## src/rtl/debug_beacon.sv

```systemverilog
// Periodic framed telemetry generator: SYNC, SEQ, LEN, NUM_CH status bytes, CHK.
// Frames start from a free-running period timer or an external trigger, streamed over valid/ready.
module debug_beacon #(
    parameter int unsigned PERIOD    = 8388608,
    parameter int unsigned NUM_CH    = 4,
    parameter logic [7:0]  SYNC_BYTE = 8'hA5
) (
    input  logic                  i_clk,
    input  logic                  i_rst,
    input  logic                  i_en,
    input  logic                  i_trig,
    input  logic [NUM_CH*8-1:0]   i_status,
    output logic [7:0]            o_wdata,
    output logic                  o_wvalid,
    input  logic                  i_wready,
    output logic                  o_busy,
    output logic [7:0]            o_drops
);

    localparam int unsigned TW = $clog2(PERIOD);
    localparam int unsigned IW = (NUM_CH > 1) ? $clog2(NUM_CH) : 1;
    localparam logic [TW-1:0] TIMER_MAX = TW'(PERIOD - 1);
    localparam logic [IW-1:0] LAST_IDX  = IW'(NUM_CH - 1);
    localparam logic [7:0]    LEN_BYTE  = 8'(NUM_CH);

    typedef enum logic [2:0] {
        S_IDLE,
        S_SYNC,
        S_SEQ,
        S_LEN,
        S_DATA,
        S_CHK
    } state_t;

    state_t          r_state;
    state_t          w_next;
    logic [TW-1:0]   r_timer;
    logic            r_pending;
    logic [7:0]      r_drops;
    logic [7:0]      r_seq;
    logic [7:0]      r_sum;
    logic [IW-1:0]   r_idx;
    logic [7:0]      r_snap [NUM_CH];

    logic            w_tick;
    logic            w_req;
    logic            w_start;
    logic            w_xfer;

    assign w_tick  = i_en && (r_timer == TIMER_MAX);
    assign w_req   = w_tick | i_trig;
    assign w_start = (r_state == S_IDLE) && r_pending;
    assign w_xfer  = o_wvalid && i_wready;
    assign o_drops = r_drops;

    always_ff @(posedge i_clk or negedge i_rst) begin
        if (!i_rst) begin
            r_timer <= '0;
        end else if (!i_en || w_tick) begin
            r_timer <= '0;
        end else begin
            r_timer <= r_timer + TW'(1);
        end
    end

    // A request landing on the edge that consumes pending re-arms it without counting a drop.
    always_ff @(posedge i_clk or negedge i_rst) begin
        if (!i_rst) begin
            r_pending <= 1'b0;
            r_drops   <= 8'h00;
        end else if (w_start) begin
            r_pending <= w_req;
        end else if (w_req) begin
            r_pending <= 1'b1;
            if (r_pending && (r_drops != 8'hFF)) begin
                r_drops <= r_drops + 8'd1;
            end
        end
    end

    always_ff @(posedge i_clk or negedge i_rst) begin
        if (!i_rst) begin
            r_state <= S_IDLE;
        end else begin
            r_state <= w_next;
        end
    end

    always_comb begin
        w_next = r_state;
        case (r_state)
            S_IDLE:  if (r_pending) w_next = S_SYNC;
            S_SYNC:  if (w_xfer) w_next = S_SEQ;
            S_SEQ:   if (w_xfer) w_next = S_LEN;
            S_LEN:   if (w_xfer) w_next = S_DATA;
            S_DATA:  if (w_xfer && (r_idx == LAST_IDX)) w_next = S_CHK;
            S_CHK:   if (w_xfer) w_next = S_IDLE;
            default: w_next = S_IDLE;
        endcase
    end

    always_comb begin
        o_wvalid = (r_state != S_IDLE);
        o_busy   = (r_state != S_IDLE);
        o_wdata  = 8'h00;
        case (r_state)
            S_SYNC:  o_wdata = SYNC_BYTE;
            S_SEQ:   o_wdata = r_seq;
            S_LEN:   o_wdata = LEN_BYTE;
            S_DATA:  o_wdata = r_snap[r_idx];
            S_CHK:   o_wdata = ~r_sum + 8'd1;
            default: o_wdata = 8'h00;
        endcase
    end

    // Running sum covers SEQ, LEN and DATA so that CHK makes the frame sum to zero.
    always_ff @(posedge i_clk or negedge i_rst) begin
        if (!i_rst) begin
            r_seq <= 8'h00;
            r_sum <= 8'h00;
            r_idx <= '0;
            for (int i = 0; i < NUM_CH; i++) begin
                r_snap[i] <= 8'h00;
            end
        end else if (w_start) begin
            r_sum <= 8'h00;
            r_idx <= '0;
            for (int i = 0; i < NUM_CH; i++) begin
                r_snap[i] <= i_status[i*8 +: 8];
            end
        end else if (w_xfer) begin
            case (r_state)
                S_SEQ, S_LEN: r_sum <= r_sum + o_wdata;
                S_DATA: begin
                    r_sum <= r_sum + o_wdata;
                    r_idx <= r_idx + IW'(1);
                end
                S_CHK:   r_seq <= r_seq + 8'd1;
                default: ;
            endcase
        end
    end

endmodule

```

## config.mk

```make
export PLATFORM = sky130hd
export DESIGN_NAME = debug_beacon
export DESIGN_NICKNAME = d
export VERILOG_FILES = /design/src/rtl/debug_beacon.sv
export SDC_FILE = /design/constraint.sdc
export NUM_CORES = 1
export LEC_CHECK = 0
export ABC_CLOCK_PERIOD_IN_PS = 6250
export BUFFER_PORTS_ARGS = -buffer_cell sky130_fd_sc_hd__buf_2
export CORE_MARGIN = 1
export CORE_UTILIZATION = 50
export CTS_CLUSTER_SIZE = 10
export DETAILED_ROUTE_END_ITERATION = 6
export HOLD_SLACK_MARGIN = 0.08
export PLACE_DENSITY = 0.68
export SLEW_MARGIN = 25
export SYNTH_ARGS = -nofsm -noshare
export SYNTH_HDL_FRONTEND = slang
export SYNTH_SLANG_ARGS = --single-unit
```

## constraint.sdc

```tcl
create_clock -name i_clk -period 6.25 [get_ports i_clk]
set_input_delay 0.625 -clock i_clk [delete_from_list [all_inputs] [get_ports i_clk]]
set_output_delay 0.625 -clock i_clk [all_outputs]
set_load 0.05 [all_outputs]
```

==> flow_results.org, run 1 <==
** Run status
- Outcome :: complete, no violations

** Floorplan
- X dimension of the die :: 95.2 um
- Row Count :: 33
- Effective utilization at floorplan :: between 50% and 60%
- The die covers between 0.009 and 0.01 mm2.
- Count of pins on the block boundary :: 55
- The region available for standard cell placement spans 0.00830 mm2.
- From bottom edge to top edge, the die measures roughly 95 um.

** Power
- Worst IR Drop VDD :: between 0.0003 and 0.0004 V
- For this design the static power due to leakage is 2.21 nW.
- Overall power :: around 0.0023 W
- Power Dens Cells :: approximately 480 mW/mm2

** Detailed routing
- Total vias in the final route :: between 3k and 4k
- Wires add up to 8110 um.
- Via density per instance :: approximately 5.5
- Length of the first detailed-routing pass in iterations :: 4
- The count of nets left with antenna violations once routing finished came out at 0.
- In the routed design, unresolved DRC markers number 0.
- Dividing the detail-routed wire length by the instance count gives roughly 15 um.
- DRC marker count from the first detailed-route iteration :: 172

** Placement
- Detailed Place HPWL :: roughly 5900 um
- Count of input and output buffers :: 54
- Including well taps, the total number of placed cells is approximately 530.
- Routability-driven placement finished with a final weighted congestion of approximately 0.83.

** Final layout
- In the final layout, the share of cells above drive strength 1 is between 20 and 30%.
- Final-stage net count :: approximately 490
- After the flow finishes, the layout carries non-filler instances totaling 548.
- The number of antenna diodes in the final layout is 0.
- Area added between synthesis and finish :: 12.8%
- Fill cells in the final layout number 665.
- Summing all flip-flop and latch instances after layout gives 0.00213 mm2.
- Area used by multi-input combinational logic :: around 0.0021 mm2

** Clock network
- Number of levels the H-tree was split into :: 3
- Postcts setup bufs :: 0
- Counting along the longest clock path gives a buffer depth of 2.
- TritonCTS Sinks :: between 80 and 90
- Clock edge transition at the registers on the reported setup and hold paths :: ~0.090 ns
- Hold repair after CTS inserted 0 buffers.
- TritonCTS built the clock tree.
- TritonCTS created 9 clock buffers.
- Buffer cell driving the clock tree root :: clkbuf_8
- Clock Latency Late Sink :: 0.34 ns
- Gates resized during post-CTS repair numbered 0.

** STA
- Between clock sinks in the finished design, the worst skew comes to around 0.0087 ns.
- Final setup violation count :: 0
- FMAX :: around 290 MHz
- The worst path uses a little over half of the clock period.
- At the pin with the least slew margin, the transition time is just over 0.9 ns.
- The number of endpoints with negative hold slack in the final report was 0.
- Setup total negative slack on the finished layout was measured at 0 ns.
- Hold WS :: roughly 0.25 ns
- After layout, the minimum clock period comes to ~3.4 ns.
- The final number of max-transition violations came to 0.
- RSZ-0062 raised after global routing :: no
- In this run the tightest slew margin relative to its limit is roughly 40%.

** Critical path
- STA classifies the critical path endpoint as a flip-flop.
- Data on the critical path is required at its endpoint by around 6.5 ns.
- Arrival time reported for the critical path endpoint :: 3.59 ns
- In this run the worst path has a maximum fanout of 11.
- STA classifies the critical path startpoint as a flip-flop.
- Setup CP Type :: flip-flop to flip-flop

** Synth
- Of all flip-flops after synthesis, the portion carrying an async set or reset was 100%.
- Most used flip-flop cell after synthesis :: dfrtp_1
- Biggest area contributors in the synthesized netlist :: dfrtp_1 49%, mux2_2 8.8%, xnor2_1 4.8%
- Synthesized Nets :: 437
- Cell taking the most area after synthesis :: dfrtp_1
- Total of warnings raised by yosys :: 0
- Post-synthesis cell count :: approximately 390
- After synthesis, the mean cell area works out to between 10 and 15 um2.
- Number of flops mapped to enable cells by yosys :: 0
- Sequential cells were found to cover between 40% and 50% of the synthesized design area.
- Total standard cell area after synthesis :: roughly 0.0043 mm2
- In this run, distinct cell masters in the synthesized netlist total 48.
- Flop and latch count out of synthesis :: 85
- Yosys top cell area share :: roughly 49%

** GRT
- Global-route wire length before repair :: 14000 um
- Initial antenna violation count :: 0
- Total grt overflow :: 0
- The via count of the first global-routing pass was just under 3k.
- GRT Overall Usage :: between 20 and 25%
- Entering global routing, the biggest net connects 45 pins.

** Hold path
- The worst hold path belongs to the class primary input to async pin.

** Job
- Across the run, the number of max-cap violations was 0.
==> cell families after synthesis <==
logic type               synth area share (%)
flip-flops                               49.0
multiplexers                             14.3
buffers and inverters                    2.10
AO/OA/AOI/OAI                            6.28
XOR/XNOR                                 9.08
AND/OR/NAND/NOR                          15.3
adder cells (fa/ha/maj)                  3.92
==> critical path, stage by stage (launching register included) <==
cell	delay, ns
dfrtp_1	0.71
mux4_2	0.58
a21oi_1	0.16
a311oi_1	0.08
a21o_1	0.23
ha_1	0.21
fa_1	0.41
a21o_1	0.19
a21oi_1	0.21
o21bai_1	0.08
a21oi_1	0.18
xor2_1	0.15
o21ai_0	0.08
==> cell type report <==
| class | instances | area share, % |
|---|---|---|
| clock buffers | 12 | 2.96 |
| clock inverters | 4 | 1.12 |
| inverters | 8 | 0.613 |
| multi-input cells | 279 | 43.5 |
| flip-flops and latches | 85 | 43.4 |
| well taps | 105 | 2.68 |
| repair buffers | 55 | 5.72 |
==> registers in the layout (all words and copies together), names as in the netlist <==
signal     flops
r_state        3
o_drops        8
r_seq          8
r_snap        32
r_pending      1
r_idx          2
r_sum          8
r_timer       23
==> through the flow <==
stage	cell area, um2	setup slack (ns)	utilization (%)
floorplan	4340	2.38	-
global placement	4690	2.86	56.6
detailed placement	4690	2.82	56.6
CTS	4890	2.80	59.0
global route	4900	2.59	59.0
finish	4900	2.85	59.0
==> cells in the mapped netlist (2+ instances only) <==
library cell	n
o21ai_0	15
inv_1	8
clkbuf_1	10
nor3b_1	3
mux2_2	34
and3_1	6
nand3_1	17
dfrtp_1	85
a21o_1	4
nor2_1	36
a21oi_1	7
nor3_1	3
buf_1	3
ha_1	12
a31oi_1	2
nand4_1	17
xnor2_1	24
or3_1	2
mux2i_1	6
nor2b_1	5
mux4_2	8
a22oi_1	2
and4_1	2
xor2_1	21
nand2_1	31
and2_1	2
==> placed cells by master (no fill, tap or decap), drive strengths merged, types with 16 or more instances in the layout <==
cell,netlist,final
nand4,17,17
nand2,31,31
xnor2,24,24
xor2,21,21
mux2,34,34
nand3,18,18
buf,5,55
dfrtp,85,85
nor2,36,36
o21ai,16,16
==> path summary, 6_finish.rpt <==
path / slack (ns) / cells past startpoint / end / start
max reg2reg: 2.85 / 12 / r_sum[6]$_DFFE_PN0P_ / r_idx[0]$_DFFE_PN0P_
max: 2.85 / 12 / r_sum[6]$_DFFE_PN0P_ / r_idx[0]$_DFFE_PN0P_
max in group asynchronous: 5.07 / 2 / r_sum[3]$_DFFE_PN0P_ / i_rst
min reg2reg: 0.50 / 1 / r_seq[3]$_DFFE_PN0P_ / r_seq[3]$_DFFE_PN0P_
min: 0.25 / 1 / o_drops[1]$_DFFE_PN0P_ / i_rst
min in group i_clk: 0.50 / 1 / r_seq[3]$_DFFE_PN0P_ / r_seq[3]$_DFFE_PN0P_
==> metal layers <==
layer	track usage (%)	share of wire [%]	vias to the layer above
met2	31.1	47	50
met5	0	0	-
li1	-	-	1471
met1	28.2	48	1481
met3	4.78	3.7	6
met4	6.44	1.1	0
==> power by group <==
group / total, W / switching [W] / internal, W
registers: 0.000914 / 0.000190 / 0.000724
clock network: 0.000393 / 0.000195 / 0.000198
logic: 0.00103 / 0.000574 / 0.000453
total: 0.00233 / 0.000958 / 0.00138
Power figures use the tool's default switching activity.
==> inputs of run 2 (changes only) <==
Settings changed: ABC_CLOCK_PERIOD_IN_PS 6250 to 3000, PLACE_DENSITY 0.68 to 0.71.
Clock period 6.25 ns to 3 ns, I/O delays scaled along.
==> run 2 against run 1 <==
Via count is 3.9% higher. Largest cell class unchanged. Register-to-register slack worse by 2.7 ns. Worst hold slack worse by 0.089 ns. Wire length is 8.9% higher. Non-clock buffer count is 16 higher. Fmax is 19% higher. Sequential power is 100% higher. Flip-flop and latch count stayed put.
==> flow_results.org, run 2 (synthesized netlist as in run 1, its figures left out) <==
** Run status
- The flow ran to the end, and the final reports show no timing, DRC or antenna violations.

** STA
- Number of hold violations in the final report :: 0 (unchanged)
- Post-route clock period utilization :: 95.1% (+41 points)
- RSZ-0062 raised after global routing :: yes
- The max-slew headroom at the worst pin came to 36.9% (-2.0 points).
- Worst-Margin Slew :: 0.940 ns (+0.0240 ns)
- The total setup violations reported at the end of the flow came to 0 (unchanged).
- FMAX :: 350 MHz (+19%)
- The final critical path time including I/O delays and setup is 2.85 ns (-0.543 ns).
- The final number of max-transition violations was 0 (unchanged).
- The total negative setup slack is 0 ns (unchanged).
- Clock tree skew after final layout :: 0.0107 ns (+0.00196 ns)

** Critical path
- Broken down by cell family, the worst path's largest delay share belongs to compound AO/OA/AOI/OAI gates.
- Tracing the worst setup path back leads to its startpoint at r_idx[0]$_DFFE_PN0P_.
- Startpoint type of the worst setup path :: flip-flop
- The worst register-to-register path begins at r_idx[0]$_DFFE_PN0P_.
- The slack of the worst reg-to-reg path came to 0.15 ns (-2.71 ns).
- Setup CP Type :: flip-flop to flip-flop
- Arrival time reported for the critical path endpoint :: 3.08 ns (-0.51 ns)
- FF-to-FF path depth :: 12 (unchanged)
- Required @ worst endpoint :: 3.23 ns (-3.22 ns)
- The worst stage delay on the critical path came to 0.53 ns (-0.18 ns).
- Critical Path End Type :: flip-flop
- In this design, the critical path's most frequently occurring cell is a21oi_2.
- Worst Path Max Fanout :: 3 (-8)
- The slowest stage of the critical path belongs to the cell mux4_2.
- Critical path cell sequence :: mux4_2 > a21oi_2 > a311oi_1 > a21o_2 > ha_4 > fa_2 > a21o_1 > a21oi_2 > o21bai_1 > a21oi_1 > xor2_1 > o21ai_1
- The number of buffer and inverter instances along the worst setup path is 0 (unchanged).
- Worst reg2reg endpoint :: r_sum[6]$_DFFE_PN0P_
- Worst setup path endpoint :: r_sum[6]$_DFFE_PN0P_
- WP depth :: 12 (unchanged)

** Final layout
- Compared with the post-synthesis result, the final layout area differs by 18.6%.
- The number of flip-flops under the largest register name was 32 (unchanged).
- More flip-flops sit in one register than any other, and that register is r_snap.
- The largest registers in the layout are r_snap (32), r_timer (23).
- Fillcell total :: 652 (-2.0%)
- The cell area after layout came to 0.00515 mm2 (+5.1%).
- The net count of the finished layout is 504 (+3.3%).
- Diodes inserted :: 0 (unchanged)
- Leaving out fill and tap cells, the most frequent cells in the layout are 85 x dfrtp_1, 53 x buf_2, 36 x nor2_1.
- The layout cell share with drive strength beyond 1 came to 32.7% (+5.8 points).
- Most common library cell in the layout ignoring fill and taps :: dfrtp_1

** Floorplan
- Effective utilization at floorplan :: 52.3% (unchanged)
- The core footprint is 0.00830 mm2 (unchanged).
- Row Count :: 33 (unchanged)
- Floorplan die area :: 0.00906 mm2 (unchanged)
- Vertical die dimension :: 95.2 um (unchanged)
- X dimension of the die :: 95.2 um (unchanged)
- The I/O pin count came to 55 (unchanged).

** Placement
- Routability cong. :: 0.893 (+7.8%)
- The placed instance area was 0.00483 mm2 (+3.0%).
- The number of port buffers was 54 (unchanged).
- Detailed Place HPWL :: 6200 um (+5.1%)

** Hold path
- The tightest min-delay check is of the primary input to flip-flop type.

** Detailed routing
- Routed length on met3 :: 338 um (+13%)
- Total vias in the final route :: 3125 (+3.9%)
- The routed wire length is 8820 um (+8.9%).
- DRC marker count from the first detailed-route iteration :: 151 (-12%)
- The met1 layer wirelength in the final routing came to 4150 um (+6.8%).
- Length of the first detailed-routing pass in iterations :: 4 (unchanged)
- The highest metal layer carrying signal wires in the routed design is met4.
- The post-route antenna net violation count is 0 (unchanged).
- The via density per instance is 5.54 (+0.94%).
- The routed wire length per instance was 15.6 um (+5.8%).
- DRC errors left :: 0 (unchanged)
- The detailed-routed wire length on met2 came to 4150 um (+8.4%).

** Power
- The maximum vdd ir drop came to 0.000589 V (+94%).
- The power per cell area was 1030 mW/mm2 (+120%).
- Overall power :: 0.00530 W (+130%)
- Static Leakage :: 2.30 nW (+4.1%)

** GRT
- Initial antenna violation count :: 0 (unchanged)
- The via count of the first global-routing pass was 3009 (+4.0%).
- Global-route wire length before repair :: 14600 um (+5.0%)
- Total grt overflow :: 0 (unchanged)
- The largest net degree at the start of global routing is 86 (+91%).
- GRT Overall Usage :: 21.5% (+1.3 points)

** Clock network
- CTS Buf Count :: 9 (unchanged)
- The clock tree buffer depth is 2 (unchanged).
- The clock insertion delay at the later pin of the skew report was 0.37 ns (+0.03 ns).
- CTS placed an instance of clkbuf_8 at the clock tree root.
- Number of levels the H-tree was split into :: 3 (unchanged)
- TritonCTS built the clock tree.
- Clock edge transition at the registers on the reported setup and hold paths :: 0.09 ns (about the same)
- TritonCTS Sinks :: 85 (unchanged)

** Job
- The count of maximum capacitance violations was 0 (unchanged).
-- run 2: worst reg2reg max path, cell delays in order, from the launching register on --
cell and delay, ns:
dfrtp_1 0.41, mux4_2 0.53, a21oi_2 0.12, a311oi_1 0.07
a21o_2 0.24, ha_4 0.17, fa_2 0.37, a21o_1 0.18
a21oi_2 0.15, o21bai_1 0.08, a21oi_1 0.17, xor2_1 0.15
o21ai_1 0.07
-- run 2: repair_timing --
item / 4_1_cts / 5_1_grt
gates resized for setup: 0 / 11
hold buffers: 0 / 1
setup buffers: 0 / 4
hold endpoints to repair: 0 / 76
setup endpoints to repair: 0 / 2
-- run 2: cell type report --
class,instances,area (um2),area share (%)
sequential,85,2130,41.3
inverter,8,30.0,0.583
tap,105,131,2.55
clock inverter,5,85.1,1.65
multi-input combinational,279,2230,43.4
clock buffer,11,131,2.55
timing repair buffer,71,410,7.97
-- run 2: report_power, final --
group          internal (W)  switching (W)  total (W)
sequential          0.00151       0.000325    0.00183
combinational       0.00114        0.00142    0.00256
clock              0.000473       0.000429   0.000902
-- run 2: how the worst min path moves through the flow --
stage | start | endpoint | slack (ns) | depth (start not counted)
3_3_place_gp | r_seq[3]$_DFFE_PN0P_ | r_seq[3]$_DFFE_PN0P_ | 0.48 | 1
5_1_grt | i_status[31] | r_snap[7]$_DFFE_PN0P_ | 0.15 | 2
4_1_cts | i_status[14] | r_snap[22]$_DFFE_PN0P_ | 0.14 | 2
6_report | i_status[18] | r_snap[10]$_DFFE_PN0P_ | 0.16 | 2
3_5_place_dp | r_seq[7]$_DFFE_PN0P_ | r_seq[7]$_DFFE_PN0P_ | 0.48 | 1
2_1_floorplan | i_rst | o_drops[0]$_DFFE_PN0P_ | 0.004 | 0
-- run 2: through the flow --
step                utilization, %  setup WS [ns]  std cells  hold WS, ns
floorplan                        -       -0.00225        387      0.00441
global placement              58.2          0.151        543        0.477
detailed placement            58.2         0.0526        543        0.484
CTS                           60.8         0.0550        559        0.145
global route                  62.0        -0.0723        564        0.153
finish                        62.0          0.146        564        0.157
-- run 2: metal layers --
metal  vias up  global-route usage (%)
li1       1496                       -
met1      1545                    30.1
met2        68                    32.7
met3        16                    3.11
met4         0                    10.6
met5         -                       0
